**src/rtl/hazard_forward_unit.sv**
```systemverilog
// Forwarding and hazard controller for the 5-stage pipeline: operand forwarding,
// load-use stalls, a one-entry mult/div scoreboard and a saturating stall counter.
module hazard_forward_unit #(
    parameter int REG_AW     = 5,
    parameter int MD_LATENCY = 32,
    parameter int CNT_W      = 16
) (
    input  logic              clock,
    input  logic              resetn,
    input  logic [REG_AW-1:0] fd_rs,
    input  logic [REG_AW-1:0] fd_rt,
    input  logic              fd_is_md,
    input  logic [REG_AW-1:0] dx_rs,
    input  logic [REG_AW-1:0] dx_rt,
    input  logic [REG_AW-1:0] dx_rd,
    input  logic              dx_is_lw,
    input  logic [REG_AW-1:0] xm_rd,
    input  logic [REG_AW-1:0] xm_rt,
    input  logic              xm_we,
    input  logic              xm_is_sw,
    input  logic [REG_AW-1:0] mw_rd,
    input  logic              mw_we,
    input  logic              md_start,
    output logic [1:0]        mux_A_sel,
    output logic [1:0]        mux_B_sel,
    output logic              mux_D_sel,
    output logic              stall,
    output logic              md_busy,
    output logic              md_wb_req,
    output logic [REG_AW-1:0] md_wb_rd,
    output logic [CNT_W-1:0]  stall_count
);

    localparam logic [1:0] SEL_XM = 2'b00;
    localparam logic [1:0] SEL_MW = 2'b01;
    localparam logic [1:0] SEL_RF = 2'b10;

    // BUSY lasts MD_LATENCY-1 cycles, so cnt only has to reach MD_LATENCY-1.
    localparam int MD_CW = (MD_LATENCY > 2) ? $clog2(MD_LATENCY) : 1;
    localparam logic [MD_CW-1:0] MD_LAST = MD_CW'(MD_LATENCY - 1);

    typedef enum logic [1:0] {
        IDLE,
        BUSY,
        DONE
    } md_state_t;

    md_state_t         state, state_d;
    logic [MD_CW-1:0]  cnt, cnt_d, cnt_inc;
    logic [REG_AW-1:0] md_rd_d;
    logic              load_use_hazard;
    logic              md_hazard;
    logic              md_window;

    function automatic logic [1:0] fwd_sel(input logic [REG_AW-1:0] src);
        if (src != '0 && xm_we && !xm_is_sw && xm_rd == src) return SEL_XM;
        if (src != '0 && mw_we && mw_rd == src)              return SEL_MW;
        return SEL_RF;
    endfunction

    assign mux_A_sel = fwd_sel(dx_rs);
    assign mux_B_sel = fwd_sel(dx_rt);
    assign mux_D_sel = xm_is_sw && mw_we && (xm_rt == mw_rd) && (xm_rt != '0);

    assign load_use_hazard = dx_is_lw && (dx_rd != '0) &&
                             ((dx_rd == fd_rs) || (dx_rd == fd_rt));

    // The DONE cycle still stalls, unless D/X is issuing a new mult/div that cycle.
    assign md_window = (state == BUSY) || (state == DONE && !md_start);
    assign md_hazard = md_window &&
                       (fd_is_md || (fd_rs == md_wb_rd) || (fd_rt == md_wb_rd));

    assign stall     = load_use_hazard || md_hazard;
    assign md_busy   = (state != IDLE);
    assign md_wb_req = (state == DONE);
    assign cnt_inc   = cnt + 1'b1;

    always_comb begin
        // NOTE: every output of this block gets a default first so no path infers a latch.
        state_d = state;
        cnt_d   = cnt;
        md_rd_d = md_wb_rd;
        unique case (state)
            IDLE: begin
                if (md_start && dx_rd != '0) begin
                    state_d = BUSY;
                    cnt_d   = '0;
                    md_rd_d = dx_rd;
                end
            end
            BUSY: begin
                cnt_d = cnt_inc;
                if (cnt_inc == MD_LAST) state_d = DONE;
            end
            DONE:    state_d = IDLE;
            default: state_d = IDLE;
        endcase
    end

    always_ff @(posedge clock) begin
        // NOTE: sequential state uses non-blocking assignments so all registers update together.
        if (!resetn) begin
            state       <= IDLE;
            cnt         <= '0;
            md_wb_rd    <= '0;
            stall_count <= '0;
        end else begin
            state    <= state_d;
            cnt      <= cnt_d;
            md_wb_rd <= md_rd_d;
            if (stall && stall_count != '1) stall_count <= stall_count + 1'b1;
        end
    end

endmodule

```
**config.mk**
```make
export PLATFORM = sky130hd
export DESIGN_NAME = hazard_forward_unit
export DESIGN_NICKNAME = d
export VERILOG_FILES = /design/src/rtl/hazard_forward_unit.sv
export SDC_FILE = /design/constraint.sdc
export NUM_CORES = 1
export LEC_CHECK = 0
export ABC_CLOCK_PERIOD_IN_PS = 1550
export CORE_ASPECT_RATIO = 0.9
export CORE_UTILIZATION = 40
export DETAILED_ROUTE_END_ITERATION = 10
export PLACE_DENSITY_LB_ADDON = 0.25
export SLEW_MARGIN = 40
export SYNTH_ARGS = -nofsm -noshare
export SYNTH_HDL_FRONTEND = slang
export SYNTH_SLANG_ARGS = --single-unit
```
**constraint.sdc**
```tcl
create_clock -name clock -period 1.55 [get_ports clock]
set_input_delay 0.31 -clock clock [delete_from_list [all_inputs] [get_ports clock]]
set_output_delay 0.31 -clock clock [all_outputs]
set_load 0.02 [all_outputs]
```
==> metrics.json <==
{
  "run_status": {"value": "complete, but fails checks"},
  "violations_in_the_final_reports": {"value": "setup timing"},
  "syn_area_per_cell": {"value": 7.77, "unit": "um2"},
  "yosysWarnings": {"value": 0},
  "clkSlewWorstSetupHoldPaths": {"value": 0.09, "unit": "ns"},
  "routedWlPerCell": {"value": 16.7, "unit": "um"},
  "io_buffers": {"value": 76},
  "hold-path-cell-count": {"value": 3},
  "rr_worst_depth": {"value": 8},
  "timing.final.hold_violations": {"value": 0},
  "tritoncts": {"value": "done"},
  "grt_pass1_wl": {"value": 11.6, "unit": "mm"},
  "layout_common_cells": {"value": "buf_4 (74), dlygate4sd2_1 (40), nand2_1 (20), xnor2_1 (17), buf_6 (17)"},
  "first_global_vias": {"value": 2519},
  "clock_skew": {"value": 0.00602, "unit": "ns"},
  "ys_seq_elements": {"value": 28},
  "fp.coreArea": {"value": 0.00460, "unit": "mm2"},
  "power_per_cell_area": {"value": 501, "unit": "mW/mm2"},
  "synth_cells": {"value": 255},
  "nNetsFinal": {"value": 456},
  "clock_tree.htree_level_count": {"value": 1},
  "achievable-frequency": {"value": 496, "unit": "MHz"},
  "avgViaCountPerCell": {"value": 5.39},
  "row_count": {"value": 23},
  "synth_sequential_area_ratio": {"value": 28.3, "unit": "%"},
  "drc": {"value": 0},
  "power.clock.fraction": {"value": 22.7, "unit": "%"},
  "worstSetupEndpointType": {"value": "output port"},
  "critPathArrivalTime": {"value": 1.71, "unit": "ns"},
  "cell_breakdown_of_the_critical_path": {"value": "xor2_1, nor3_2, a221o_1, a32oi_4, inv_4, buf_6"},
  "initial_standard_cell_utilization_of_the_core": {"value": 43.0, "unit": "%"},
  "multi_input_comb_area": {"value": 0.00169, "unit": "mm2"},
  "chipWidth": {"value": 76.2, "unit": "um"},
  "vdd_ir_drop_max": {"value": 0.645, "unit": "mV"},
  "power.share.combinational": {"value": 36.9, "unit": "%"},
  "worst_skew_pair.late_latency": {"value": 0.28, "unit": "ns"},
  "detailedPlacementHpwl": {"value": 5.07, "unit": "mm"},
  "min_period_over_period": {"value": 130, "unit": "%"},
  "num_io_pins": {"value": 77},
  "r2r_start": {"value": "md_wb_rd[4]"},
  "switching_share_of_power": {"value": 31.9, "unit": "%"},
  "reg2reg_setup_slack": {"value": -0.41, "unit": "ns"},
  "rsz0062_at_grt": {"value": "yes"},
  "maxSlewHeadroom": {"value": 74.3, "unit": "%"},
  "timing.final.ws_setup": {"value": -0.466, "unit": "ns"},
  "worstSetupPathType": {"value": "reg -> out"},
  "fillCellCount": {"value": 289},
  "hold_crit_path_type": {"value": "in -> reg"},
  "grt.total_usage": {"value": 28.0, "unit": "%"},
  "grt_antenna_before_repair": {"value": 0},
  "setup_tns": {"value": -7.07, "unit": "ns"},
  "mostFrequentLayoutCell": {"value": "buf_4"},
  "gr-total-overflow": {"value": 0},
  "drtPass1Iterations": {"value": 4},
  "die_ht": {"value": 68.8, "unit": "um"},
  "total_switching_power": {"value": 0.591, "unit": "mW"},
  "max_cap_viol_count": {"value": 0},
  "cts_inserted_buffers": {"value": 3},
  "antenna_violating_nets_post_route": {"value": 0},
  "area_growth_synth_to_finish": {"value": 86.8, "unit": "%"},
  "cellInternalPower": {"value": 1.26, "unit": "mW"},
  "cts_max_path_buffers": {"value": 2},
  "final-seq-area": {"value": 597, "unit": "um2"},
  "netlist.top_cell.by_area": {"value": "dfxtp_1"},
  "hold-path-endpoint": {"value": "md_wb_rd[4]"},
  "p_leak": {"value": 1.66, "unit": "nW"},
  "cts.sink_count": {"value": 28},
  "drive_above_1_share": {"value": 44.3, "unit": "%"},
  "worst_setup_path_start_kind": {"value": "flop"},
  "floorplan.die_area": {"value": 0.00524, "unit": "mm2"},
  "detailedRoute.firstIterationViolations": {"value": 135},
  "critPathMaxStageDelay": {"value": 0.39, "unit": "ns"},
  "critical_path.reg2reg.endpoint": {"value": "stall_count[13]"},
  "maxSlewViolCount": {"value": 0},
  "total_via_count_after_detailed_routing": {"value": 2510},
  "root_buffer": {"value": "clkbuf_8"},
  "post_synth_num_cell_types": {"value": 37},
  "report.final.setup_viol": {"value": 24},
  "drt_wl_total": {"value": 7.77, "unit": "mm"},
  "worst-slew-pin-transition": {"value": 0.382, "unit": "ns"},
  "worstPathRequired": {"value": 1.24, "unit": "ns"},
  "design_area": {"value": 0.00370, "unit": "mm2"},
  "critPathMaxFanout": {"value": 3},
  "hold_path.startpoint": {"value": "dx_rd[4]"},
  "synth_top_cell_area_share": {"value": 28.3, "unit": "%"},
  "finalWeightedCongestion": {"value": 0.895},
  "worst_path_max_delay_cell": {"value": "a221o_1"},
  "placed_cell_areas": {"value": 0.00336, "unit": "mm2"},
  "antennaDiodeCount": {"value": 0},
  "pin_count_of_the_biggest_net_entering_global_routing": {"value": 16},
  "synth.cell_area": {"value": 0.00198, "unit": "mm2"},
  "synth_top_cells_by_area": {"value": "dfxtp_1 (28%), xnor2_1 (11%), xor2_1 (7.5%)"},
  "timing.final.crit_period": {"value": 2.02, "unit": "ns"},
  "share_seq_of_total_power": {"value": 40.3, "unit": "%"},
  "synthesis.nets": {"value": 306}
}
==> power by group through the flow <==
stage | registers (mW) | logic [mW] | clock network [mW]
2_1_floorplan | 0.777 | 0.228 | 0
3_3_place_gp | 0.761 | 0.556 | 0
3_5_place_dp | 0.763 | 0.572 | 0
4_1_cts | 0.746 | 0.601 | 0.421
5_1_grt | 0.750 | 0.728 | 0.455
6_report | 0.748 | 0.685 | 0.421
==> worst max-delay path by stage <==
stage	startpoint	to	slack (ns)	depth (start not counted)
4_1_cts	md_wb_rd[0]	stall_count[6]	-0.44	8
5_1_grt	md_wb_rd[1]	stall	-0.51	6
3_5_place_dp	fd_rt[0]	stall	-1.06	7
6_report	md_wb_rd[1]	stall	-0.47	6
3_3_place_gp	dx_rs[0]	mux_A_sel[1]	-0.99	6
2_1_floorplan	md_wb_rd[4]	stall	-0.11	6
==> logic make-up after synthesis <==
kind of cell | count (synthesis) | share of synthesized area, %
and+or+nand+nor | 112 | 28.8
AOI/OAI and AO/OA | 44 | 14.0
xor gates and xnor gates | 43 | 19.0
DFF | 28 | 28.3
buffers and inverters | 17 | 4.04
muxes | 8 | 4.04
adders and majority gates | 3 | 1.89
==> synthesized netlist by cell type, drive strengths merged <==
library cell and n:
dfxtp 28, xnor2 26, nand2 21, nor2 20
a21oi 17, xor2 17, nand3 16, nor3 12
nand2b 11, o21ai 9, mux2i 8, or3 7
clkbuf 6, inv 6, nand4 6, and3 5
nor4 5, buf 4, o41ai 4, ha 3
nor2b 3, o311ai 3, a31oi 2, nand3b 2
o21a 2, o31ai 2, or4 2, a211o 1
a221o 1, a32oi 1, and2 1, clkinv 1
nor4b 1, o2111ai 1, o22ai 1
==> per-layer routing <==
metal | GRT usage (%) | share of wire, % | vias up
met5 | 0 | 0 | -
met1 | 32.0 | 40 | 1185
met4 | 8.17 | 3.3 | 0
met2 | 54.5 | 51 | 96
li1 | - | - | 1205
met3 | 5.26 | 5.3 | 24
==> layout make-up <==
cell class,instances,share of cell area [%]
timing repair buffer,155,34.2
multi-input combinational,210,45.6
clock buffer,4,1.22
inverter,7,0.777
tap,62,2.10
sequential,28,16.1
==> flip-flops by register name, indices dropped and copies added (netlist names) <==
| register | count |
|---|---|
| md_wb_rd | 5 |
| stall_count | 16 |
| state | 2 |
| cnt | 5 |
==> metrics by stage <==
step	hold slack (ns)	setup WS [ns]	utilization (%)	power [mW]	cells
6_report	0.396	-0.466	80.4	1.85	466
5_1_grt	0.394	-0.510	80.4	1.93	466
4_1_cts	0.508	-0.440	77.2	1.77	464
3_5_place_dp	0.496	-1.06	73.0	1.33	451
3_3_place_gp	0.478	-0.993	73.0	1.32	451
2_1_floorplan	0.447	-0.105	-	1.00	255
==> worst max-delay path: cells and delay by family, from the launching register on <==
family / cells / cell delay, ns
and+or+nand+nor: 1 / 0.08
AOI/OAI and AO/OA: 2 / 0.63
xor gates and xnor gates: 1 / 0.20
DFF: 1 / 0.36
buffers and inverters: 2 / 0.17
==> repair_timing <==
action / in CTS / in global routing
hold buffers: 0 / 0
setup buffers: 8 / 3
cloned: 1 / 0
pin swaps: 34 / 32
resized for setup: 195 / 58
endpoints found under the setup margin: 56 / 32
No activity file was read; power rests on OpenSTA's default activity.
